File: src/rtl/apb4_mst_seq_pkg.sv
// -----------------------------------------------------------------------------
// apb4_mst_seq_pkg
// Shared definitions for the APB4 master sequencer: default parameter values
// and the transfer FSM state encoding.
//
// Optional feature macro used by this slice: APB4_MST_SEQ_TIMEOUT_EN
// (enables the ACCESS-phase wait limit; see apb4_mst_seq / apb4_mst_seq_tmo).
// -----------------------------------------------------------------------------
package apb4_mst_seq_pkg;

    localparam int unsigned DEF_ADDR_WIDTH     = 32;
    localparam int unsigned DEF_DATA_WIDTH     = 32;
    localparam int unsigned DEF_TIMEOUT_CYCLES = 256;

    typedef enum logic [1:0] {
        ST_IDLE   = 2'd0,
        ST_SETUP  = 2'd1,
        ST_ACCESS = 2'd2,
        ST_RESP   = 2'd3
    } state_e;

endpackage

File: src/rtl/apb4_mst_seq_tmo.sv
// -----------------------------------------------------------------------------
// apb4_mst_seq_tmo
// ACCESS-phase cycle counter. Only instantiated when APB4_MST_SEQ_TIMEOUT_EN
// is defined.
//
// Ports:
//   clk_i, rst_n_i - clock, asynchronous active-low reset
//   clr_i          - reload the count to 0 (asserted the cycle before ACCESS)
//   inc_i          - an ACCESS cycle is in progress
//   last_o         - the current ACCESS cycle is the final allowed one
//
// The count equals the number of ACCESS cycles already completed, so last_o
// is high during the TIMEOUT_CYCLES-th ACCESS cycle. The caller gives pready
// priority over last_o in that cycle.
// -----------------------------------------------------------------------------
module apb4_mst_seq_tmo #(
    parameter int unsigned TIMEOUT_CYCLES = 256
) (
    input  logic clk_i,
    input  logic rst_n_i,
    input  logic clr_i,
    input  logic inc_i,
    output logic last_o
);

    localparam int unsigned CNT_W = (TIMEOUT_CYCLES > 1) ? $clog2(TIMEOUT_CYCLES) : 1;
    localparam logic [CNT_W-1:0] CNT_LAST = CNT_W'(TIMEOUT_CYCLES - 1);

    logic [CNT_W-1:0] cnt_q;
    logic [CNT_W-1:0] cnt_d;

    always_comb begin
        cnt_d = cnt_q;
        if (clr_i) begin
            cnt_d = '0;
        end else if (inc_i && (cnt_q != CNT_LAST)) begin
            cnt_d = cnt_q + CNT_W'(1);
        end
    end

    always_ff @(posedge clk_i or negedge rst_n_i) begin
        if (!rst_n_i) begin
            cnt_q <= '0;
        end else begin
            cnt_q <= cnt_d;
        end
    end

    assign last_o = inc_i && (cnt_q == CNT_LAST);

endmodule

File: src/rtl/apb4_mst_seq.sv
// -----------------------------------------------------------------------------
// apb4_mst_seq
// Single-outstanding APB4 master sequencer. Accepts one command, runs it as
// an APB SETUP + ACCESS transfer, then presents the result on the response
// channel until it is taken.
//
// Ports:
//   clk_i, rst_n_i               - clock, asynchronous active-low reset
//   cmd_valid_i / cmd_ready_o    - command handshake
//   cmd_write_i, cmd_addr_i, cmd_wdata_i, cmd_strb_i, cmd_prot_i - command
//   rsp_valid_o / rsp_ready_i    - response handshake
//   rsp_rdata_o, rsp_err_o, rsp_tmo_o                            - response
//   paddr_o, pprot_o, psel_o, penable_o, pwrite_o, pwdata_o, pstrb_o - APB req
//   pready_i, prdata_i, pslverr_i                                - APB completion
//
// Handshake rule (cmd and rsp): transfer on a rising edge with valid and
// ready both 1; valid and payload stay stable until then.
//
// Macro APB4_MST_SEQ_TIMEOUT_EN: when defined, an ACCESS phase lasting
// TIMEOUT_CYCLES cycles without pready_i is abandoned and answered with
// rsp_err_o=1, rsp_tmo_o=1, rsp_rdata_o=0. When undefined ACCESS waits
// forever and rsp_tmo_o is 0.
// -----------------------------------------------------------------------------
module apb4_mst_seq
    import apb4_mst_seq_pkg::*;
#(
    parameter int unsigned ADDR_WIDTH     = DEF_ADDR_WIDTH,
    parameter int unsigned DATA_WIDTH     = DEF_DATA_WIDTH,
    parameter int unsigned TIMEOUT_CYCLES = DEF_TIMEOUT_CYCLES
) (
    input  logic                    clk_i,
    input  logic                    rst_n_i,

    input  logic                    cmd_valid_i,
    output logic                    cmd_ready_o,
    input  logic                    cmd_write_i,
    input  logic [ADDR_WIDTH-1:0]   cmd_addr_i,
    input  logic [DATA_WIDTH-1:0]   cmd_wdata_i,
    input  logic [DATA_WIDTH/8-1:0] cmd_strb_i,
    input  logic [2:0]              cmd_prot_i,

    output logic                    rsp_valid_o,
    input  logic                    rsp_ready_i,
    output logic [DATA_WIDTH-1:0]   rsp_rdata_o,
    output logic                    rsp_err_o,
    output logic                    rsp_tmo_o,

    output logic [ADDR_WIDTH-1:0]   paddr_o,
    output logic [2:0]              pprot_o,
    output logic                    psel_o,
    output logic                    penable_o,
    output logic                    pwrite_o,
    output logic [DATA_WIDTH-1:0]   pwdata_o,
    output logic [DATA_WIDTH/8-1:0] pstrb_o,
    input  logic                    pready_i,
    input  logic [DATA_WIDTH-1:0]   prdata_i,
    input  logic                    pslverr_i
);

    localparam int unsigned STRB_WIDTH = DATA_WIDTH / 8;

    state_e state_q;
    state_e state_d;

    // Low during reset and for the first cycle after release, so cmd_ready_o
    // only rises once reset has been released.
    logic live_q;

    // Captured command
    logic                  wr_q;
    logic [ADDR_WIDTH-1:0] addr_q;
    logic [DATA_WIDTH-1:0] wdata_q;
    logic [STRB_WIDTH-1:0] strb_q;
    logic [2:0]            prot_q;

    // Captured response
    logic [DATA_WIDTH-1:0] rdata_q;
    logic                  err_q;

    logic cmd_accept;
    logic access_done;
    logic tmo_hit;

    assign cmd_accept  = cmd_valid_i && (state_q == ST_IDLE) && live_q;
    assign access_done = (state_q == ST_ACCESS) && pready_i;

`ifdef APB4_MST_SEQ_TIMEOUT_EN
    logic tmo_q;
    logic tmo_last;

    apb4_mst_seq_tmo #(
        .TIMEOUT_CYCLES (TIMEOUT_CYCLES)
    ) u_tmo (
        .clk_i   (clk_i),
        .rst_n_i (rst_n_i),
        .clr_i   (state_q == ST_SETUP),
        .inc_i   (state_q == ST_ACCESS),
        .last_o  (tmo_last)
    );

    // pready_i on the final allowed cycle completes the transfer normally.
    assign tmo_hit = tmo_last && !pready_i;
`else
    assign tmo_hit = 1'b0;
    wire unused_cfg = (TIMEOUT_CYCLES == 0);
`endif

    // ---------------------------------------------------------------- state
    always_ff @(posedge clk_i or negedge rst_n_i) begin
        if (!rst_n_i) begin
            state_q <= ST_IDLE;
            live_q  <= 1'b0;
        end else begin
            state_q <= state_d;
            live_q  <= 1'b1;
        end
    end

    // ----------------------------------------------------------- next state
    always_comb begin
        state_d = state_q;
        case (state_q)
            ST_IDLE:   if (cmd_accept)               state_d = ST_SETUP;
            ST_SETUP:                                state_d = ST_ACCESS;
            ST_ACCESS: if (access_done || tmo_hit)   state_d = ST_RESP;
            ST_RESP:   if (rsp_ready_i)              state_d = ST_IDLE;
            default:                                 state_d = ST_IDLE;
        endcase
    end

    // ------------------------------------------------------------- datapath
    always_ff @(posedge clk_i or negedge rst_n_i) begin
        if (!rst_n_i) begin
            wr_q    <= 1'b0;
            addr_q  <= '0;
            wdata_q <= '0;
            strb_q  <= '0;
            prot_q  <= '0;
        end else if (cmd_accept) begin
            wr_q    <= cmd_write_i;
            addr_q  <= cmd_addr_i;
            wdata_q <= cmd_wdata_i;
            // Reads never carry strobes onto the bus.
            strb_q  <= cmd_write_i ? cmd_strb_i : '0;
            prot_q  <= cmd_prot_i;
        end
    end

    always_ff @(posedge clk_i or negedge rst_n_i) begin
        if (!rst_n_i) begin
            rdata_q <= '0;
            err_q   <= 1'b0;
        end else if (access_done) begin
            rdata_q <= wr_q ? '0 : prdata_i;
            err_q   <= pslverr_i;
        end else if (tmo_hit) begin
            rdata_q <= '0;
            err_q   <= 1'b1;
        end
    end

`ifdef APB4_MST_SEQ_TIMEOUT_EN
    always_ff @(posedge clk_i or negedge rst_n_i) begin
        if (!rst_n_i) begin
            tmo_q <= 1'b0;
        end else if (access_done) begin
            tmo_q <= 1'b0;
        end else if (tmo_hit) begin
            tmo_q <= 1'b1;
        end
    end
`endif

    // -------------------------------------------------------------- outputs
    // Every output is gated by state so IDLE/RESP/reset leave the bus at 0
    // and the response channel at 0 outside RESP.
    always_comb begin
        logic on_bus;
        on_bus      = (state_q == ST_SETUP) || (state_q == ST_ACCESS);

        cmd_ready_o = live_q && (state_q == ST_IDLE);

        psel_o      = on_bus;
        penable_o   = (state_q == ST_ACCESS);
        paddr_o     = on_bus ? addr_q : '0;
        pprot_o     = on_bus ? prot_q : '0;
        pwrite_o    = on_bus && wr_q;
        pwdata_o    = (on_bus && wr_q) ? wdata_q : '0;
        pstrb_o     = on_bus ? strb_q : '0;

        rsp_valid_o = (state_q == ST_RESP);
        rsp_rdata_o = (state_q == ST_RESP) ? rdata_q : '0;
        rsp_err_o   = (state_q == ST_RESP) && err_q;
    end

`ifdef APB4_MST_SEQ_TIMEOUT_EN
    assign rsp_tmo_o = (state_q == ST_RESP) && tmo_q;
`else
    assign rsp_tmo_o = 1'b0;
`endif

endmodule
File: config.mk
export PLATFORM = sky130hd
export DESIGN_NAME = apb4_mst_seq
export DESIGN_NICKNAME = d
export VERILOG_FILES = /design/src/rtl/apb4_mst_seq_pkg.sv /design/src/rtl/apb4_mst_seq_tmo.sv /design/src/rtl/apb4_mst_seq.sv
export SDC_FILE = /design/constraint.sdc
export NUM_CORES = 1
export LEC_CHECK = 0
export BUFFER_PORTS_ARGS = -buffer_cell sky130_fd_sc_hd__buf_2
export CAP_MARGIN = 10
export CELL_PAD_IN_SITES_DETAIL_PLACEMENT = 0
export CELL_PAD_IN_SITES_GLOBAL_PLACEMENT = 2
export CORE_ASPECT_RATIO = 1.4
export CORE_MARGIN = 2
export CORE_UTILIZATION = 30
export DETAILED_ROUTE_END_ITERATION = 6
export GPL_TIMING_DRIVEN = 0
export HOLD_SLACK_MARGIN = 0.05
export PLACE_DENSITY = 0.9
export RECOVER_POWER = 100
export SLEW_MARGIN = 5
export SYNTH_ARGS = -nofsm -noshare
export SYNTH_HDL_FRONTEND = slang
export SYNTH_HIERARCHICAL = 1
export SYNTH_SLANG_ARGS = --single-unit
File: constraint.sdc
create_clock -name clk_i -period 3 [get_ports clk_i]
set_input_delay 0 -clock clk_i [delete_from_list [all_inputs] [get_ports clk_i]]
set_output_delay 0 -clock clk_i [all_outputs]
set_load 0.01 [all_outputs]
==> out/results.txt, run 1 <==
Status = finished clean
Std cell rows = 55
DRT iter0 DRCs = 150
Die Area = 17600 sq um
Switching share of total power = 38.9%
Post-DR wirelength/cell = 14.3 um
Cell variety after synth = 19
CTS Sinks = 108
Initial antenna violation count = 0
Register area share after synthesis = 54.6%
Setup crit end kind = register
Fin. max-slew vios = 0
Clk pwr share = 16.7%
Final WS setup = 0.585 ns
Non-filler cells, final = 987
Critical Path Source Type = register
Worst path required time = 3.22 ns
Hold Path Depth = 4
Starting Density = 30.6%
Tcrit/Tclk final = 80.5%
Kind of critical path = register to register
Clock Latency Late Sink = 0.34 ns
P_sw = 2.68 mW
Post-route DRC = 0
Share of layout cells above drive strength 1 = 28.0%
Core Area = 16200 sq um
Tot Pwr = 6.88 mW
Place WS = 1.05 ns
Vias = 4380
Fillcell total = 1531
CP Max Fanout = 10
Postcts setup bufs = 0
Hold buffer count at CTS = 111
Syn Nets = 556
Area grow syn2layout = 53.9%
CP max stage delay = 0.52 ns
Relative max-transition margin = 1.02%
Total Wirelength = 14100 um
Post-layout min period = 2.42 ns
P_leak = 3.68 nW
Cell mode on critical path = clkbuf_1
Setup Viol. Count Final = 0
GRT Util Overall = 16.0%
Vias per inst = 4.44
Peak VDD IR = 0.426 mV
Pin count of the biggest net entering global routing = 58
Setup TNS = 0 ns
Cells on worst reg2reg path = 6
Syn. warnings = 6
Syn Inst Count = 442
Combinational Power Share = 46.9%
RSZ-0062 raised after global routing = no
Dpl hpwl = 10300 um
Final hold violation count = 0
GPL Wtd Cong = 0.761
Fmax = 414 MHz
Yosys reg bits = 108
First-pass GRT wire length = 22900 um
Max stage delay cell, worst path = clkbuf_1
Worst Clk Skew = 0.00808 ns
Remaining antenna violation count = 0
Post-Synthesis Cell Area = 4950 sq um
Internal = 4.20 mW
Nets = 897
CTS root buffer = clkbuf_16
DRT Pass-1 Iters = 4
Most frequent cells in the layout = buf_2, dlygate4sd3_1, dfrtp_1
Total CTS buffers = 9
Die Y = 156 um
Seq pwr share = 36.4%
Io pins = 220
Critical path cell sequence = inv_1, ha_1, nand3_1, clkbuf_1, clkbuf_1, mux2_1
Slew @ Worst Pin = 1.48 ns
Post-CTS Resized = 0
Gr ovfl total = 0
Syn_area_per_cell = 11.2 sq um
Max-cap violations = 0
Placed insts = 860
IO buf count = 218
Die Width = 113 um
Vias in the first global route = 4724
CP arrival = 2.63 ns
CTS tree = built
CTS H-tree depth = 3
Commonest non-fill, non-tap cell in the layout = buf_2
Antenna fix cells = 0
Hold Crit Class = input port to register
Clk buf depth = 2
Cell area power density = 903 nW/um^2
CTS clk-pin slew, worst paths = 0.07 ns
synth_stat cells (all sizes together):
library cell / instances / area, sq um
nor2: 1 / 3.75
a222oi: 1 / 10.0
and3: 32 / 200
nand2b: 32 / 200
mux2: 70 / 788
dfrtp: 108 / 2700
nand2: 42 / 158
inv: 4 / 15.0
and2: 74 / 463
mux2i: 1 / 10.0
o21ai: 36 / 180
buf: 10 / 66.3
nand3: 1 / 5.00
clkbuf: 24 / 90.1
conb: 2 / 7.51
ha: 4 / 50.1
power by group through the flow:
stage	logic (mW)	clock network, mW	registers (mW)
after floorplan	2.04	0	2.40
after global placement	3.18	0	2.47
after detailed placement	3.27	0	2.53
after global routing	3.60	1.26	2.60
final	3.23	1.15	2.50
after CTS	3.40	1.19	2.50
layer usage:
layer | track usage, % | vias up | wire (um)
met2 | 29.9 | 139 | 7430
met1 | 18.3 | 2097 | 5770
met3 | 3.61 | 10 | 781
li1 | - | 2134 | -
met5 | 0 | - | 0
met4 | 4.18 | 0 | 136
sequential cells by signal, summed over array words and instances (netlist names):
name / count
addr_q: 32
state_q: 2
strb_q: 4
rdata_q: 32
err_q: 1
wr_q: 1
prot_q: 3
live_q: 1
wdata_q: 32
logic make-up after synthesis:
family,share of synthesized area (%)
and+or+nand+nor,20.8
DFF,54.6
muxes,16.1
buffers and inverters,3.46
AOI/OAI and AO/OA,3.84
adders and majority gates,1.01
other,0.152
through the flow:
stage               instance area, sq um  utilization [%]  hold slack (ns)
finish                              7620             47.1            0.123
global route                        7620             47.1            0.128
CTS                                 7720             47.7            0.106
detailed placement                  6320             39.1            0.122
global placement                    6290             38.9            0.211
floorplan                           4950                -           -0.296
final cells by class:
cell class	instances	area (sq um)	area share (%)
plain buffers	34	131	1.72
clock inverters	6	56.3	0.739
multi-input cells	296	2080	27.3
repair buffers	330	2160	28.3
clock buffers	10	229	3.01
well taps	199	249	3.27
inverters	4	15.0	0.197
flip-flops and latches	108	2700	35.5
worst max-delay path, delay by kind of cell, from the launching register on:
kind          cells  cell delay [ns]
simple gates      1             0.19
mux               1             0.38
buf+inv           3             1.12
flops             1             0.35
fa+ha+maj         1             0.25
final timing paths:
path | start | end | slack [ns]
hold / removal | pready_i | state_q[0]$_DFFE_PN0P_ | 0.12
setup reg to reg | state_q[0]$_DFFE_PN0P_ | addr_q[1]$_DFFE_PN0P_ | 0.58
min in group asynchronous | rst_n_i | wdata_q[20]$_DFFE_PN0P_ | 0.54
setup / recovery | state_q[0]$_DFFE_PN0P_ | addr_q[1]$_DFFE_PN0P_ | 0.58
max in group asynchronous | rst_n_i | addr_q[31]$_DFFE_PN0P_ | 1.53
hold reg to reg | rdata_q[7]$_DFFE_PN0P_ | rdata_q[7]$_DFFE_PN0P_ | 0.48
Note: power is estimated with default switching activity, not from simulation.
==> run 2: changes to the inputs <==
- CORE_UTILIZATION: 30 -> 28
- PLACE_DENSITY: 0.9 -> 0.85
- clock period: 3 -> 2.45 ns (I/O delays scaled with it)
==> out/results.txt, run 2 (same netlist as run 1, synthesis figures left out) <==
Final hold violation count = 0 (unchanged)
CTS tree = built (unchanged)
Tot Pwr = 8.45 mW (was 6.88 mW)
Hold Crit Class = input port to register (unchanged)
CTS H-tree depth = 3 (unchanged)
Switching share of total power = 39.2% (was 38.9%)
Internal = 5.14 mW (was 4.20 mW)
Std cell rows = 57 (was 55)
Cells on worst reg2reg path = 6 (unchanged)
Vias = 4414 (was 4380)
Clock Latency Late Sink = 0.35 ns (was 0.34 ns)
Post-layout min period = 2.20 ns (was 2.42 ns)
Starting Density = 28.6% (was 30.6%)
Seq pwr share = 36.3% (was 36.4%)
Relative max-transition margin = 11.2% (was 1.02%)
Die Area = 18800 sq um (was 17600 sq um)
P_sw = 3.31 mW (was 2.68 mW)
First-pass GRT wire length = 23900 um (was 22900 um)
Cell area power density = 1100 nW/um^2 (was 903 nW/um^2)
Post-DR wirelength/cell = 14.3 um (about the same)
Vias in the first global route = 4952 (was 4724)
Most frequent cells in the layout = buf_2, dlygate4sd3_1, dfrtp_1 (unchanged)
Reg-to-Reg Start = state_q[1]$_DFFE_PN0P_ (was state_q[0]$_DFFE_PN0P_)
Peak VDD IR = 0.607 mV (was 0.426 mV)
RSZ-0062 raised after global routing = no (unchanged)
CTS Sinks = 108 (unchanged)
Setup crit end kind = register (unchanged)
Area grow syn2layout = 54.5% (was 53.9%)
IO buf count = 218 (unchanged)
DRT Pass-1 Iters = 4 (unchanged)
Die Y = 161 um (was 156 um)
FF-to-FF setup slack = 0.25 ns (was 0.58 ns)
Worst path required time = 2.68 ns (was 3.22 ns)
Placed insts = 897 (was 860)
Layout Utilization = 44.1% (was 47.1%)
CTS root buffer = clkbuf_16 (unchanged)
Max-cap violations = 0 (unchanged)
Status = finished clean (unchanged)
Clk buf depth = 2 (unchanged)
Final Cell Area = 7650 sq um (was 7620 sq um)
Total CTS buffers = 9 (unchanged)
CTS clk-pin slew, worst paths = 0.07 ns (about the same)
Worst Clk Skew = 0.0101 ns (was 0.00808 ns)
Non-filler cells, final = 1022 (was 987)
Antenna fix cells = 0 (unchanged)
Setup TNS = 0 ns (unchanged)
Nets = 895 (was 897)
Gr ovfl total = 0 (unchanged)
Reg2reg end = wdata_q[28]$_DFFE_PN0P_ (was addr_q[1]$_DFFE_PN0P_)
Dpl hpwl = 10700 um (was 10300 um)
P_leak = 3.67 nW (was 3.68 nW)
Slew @ Worst Pin = 1.33 ns (was 1.48 ns)
Clk pwr share = 17.0% (was 16.7%)
Core Area = 17300 sq um (was 16200 sq um)
Critical Path Source Type = register (unchanged)
Die Width = 116 um (was 113 um)
Critical path origin = state_q[1]$_DFFE_PN0P_ (was state_q[0]$_DFFE_PN0P_)
Remaining antenna violation count = 0 (unchanged)
Fmax = 455 MHz (was 414 MHz)
Initial antenna violation count = 0 (unchanged)
Io pins = 220 (unchanged)
Commonest non-fill, non-tap cell in the layout = buf_2 (unchanged)
Total Wirelength = 14600 um (was 14100 um)
Pin count of the biggest net entering global routing = 86 (was 58)
Worst Setup EP = wdata_q[28]$_DFFE_PN0P_ (was addr_q[1]$_DFFE_PN0P_)
Share of layout cells above drive strength 1 = 28.0% (about the same)
Kind of critical path = register to register (unchanged)
Tcrit/Tclk final = 89.7% (was 80.5%)
GPL Wtd Cong = 0.720 (was 0.761)
Vias per inst = 4.32 (was 4.44)
GRT Util Overall = 16.1% (was 16.0%)
CP Max Fanout = 10 (unchanged)
Regs by FF count = addr_q x32, rdata_q x32, wdata_q x32 (unchanged)
CP arrival = 2.43 ns (was 2.63 ns)
Post-route DRC = 0 (unchanged)
Setup Viol. Count Final = 0 (unchanged)
Fin. max-slew vios = 0 (unchanged)
DRT iter0 DRCs = 80 (was 150)
Combinational Power Share = 46.8% (was 46.9%)
Area after DPL = 6370 sq um (was 6320 sq um)
-- run 2: changes by cell type in the layout (fill, tap and decap cells not counted), moves of 3 or more --
cell | previous run | this run
and2_1 | 22 | 27
buf_2 | 160 | 156
buf_4 | 1 | 4
and2_0 | 52 | 47
-- run 2: critical path, stage by stage, from the launching register on --
cell and delay (ns):
dfrtp_1 0.39, inv_1 0.08, ha_1 0.21, nand3_1 0.20
clkbuf_1 0.53, buf_4 0.31, mux2_1 0.35
-- run 2: metrics by stage --
step,worst slack (ns),hold slack (ns)
4_1_cts,0.0326,0.0510
2_1_floorplan,0.873,-0.296
6_report,0.253,0.0818
3_5_place_dp,0.433,-0.122
5_1_grt,0.0712,0.0836
3_3_place_gp,0.157,0.211
-- run 2: power groups by stage --
stage          logic [mW]  registers [mW]  clock network (mW)
2_1_floorplan        2.50            2.94                   0
3_3_place_gp         3.94            3.03                   0
3_5_place_dp         4.04            3.09                   0
4_1_cts              4.19            3.06                1.51
5_1_grt              4.44            3.18                1.58
6_report             3.95            3.06                1.43
-- run 2: area by class of cell --
cell class | count | area, sq um
Sequential cell | 108 | 2700
Inverter | 4 | 15.0
Buffer | 33 | 140
Timing Repair Buffer | 329 | 2120
Multi-Input combinational cell | 296 | 2080
Tap cell | 236 | 295
Clock inverter | 7 | 67.6
Clock buffer | 9 | 225
Fill cell | 1713 | 9680
-- run 2: timing repair --
| item | CTS | global route |
|---|---|---|
| hold buffers | 110 | 0 |
| gates resized for setup | 0 | 0 |
| endpoints found under the setup margin | 0 | 43 |
| hold endpoints to repair | 213 | 0 |
| buffers inserted | 0 | 0 |
-- run 2: worst min path at each step --
stage,from,endpoint,slack [ns],depth (start not counted)
global route,rsp_ready_i,state_q[0]$_DFFE_PN0P_,0.08,4
finish,rsp_ready_i,state_q[0]$_DFFE_PN0P_,0.08,4
global placement,cmd_addr_i[6],addr_q[6]$_DFFE_PN0P_,0.21,2
floorplan,rst_n_i,addr_q[0]$_DFFE_PN0P_,-0.30,0
detailed placement,rst_n_i,wdata_q[18]$_DFFE_PN0P_,-0.12,1
CTS,rst_n_i,wdata_q[18]$_DFFE_PN0P_,0.05,2
-- run 2: routing by layer --
metal | share of wire, % | vias up | track usage, %
li1 | - | 2125 | -
met1 | 40 | 2121 | 18.4
met2 | 53 | 150 | 29.0
met3 | 5.9 | 18 | 4.05
met4 | 1.6 | 0 | 4.98
met5 | 0 | - | 0
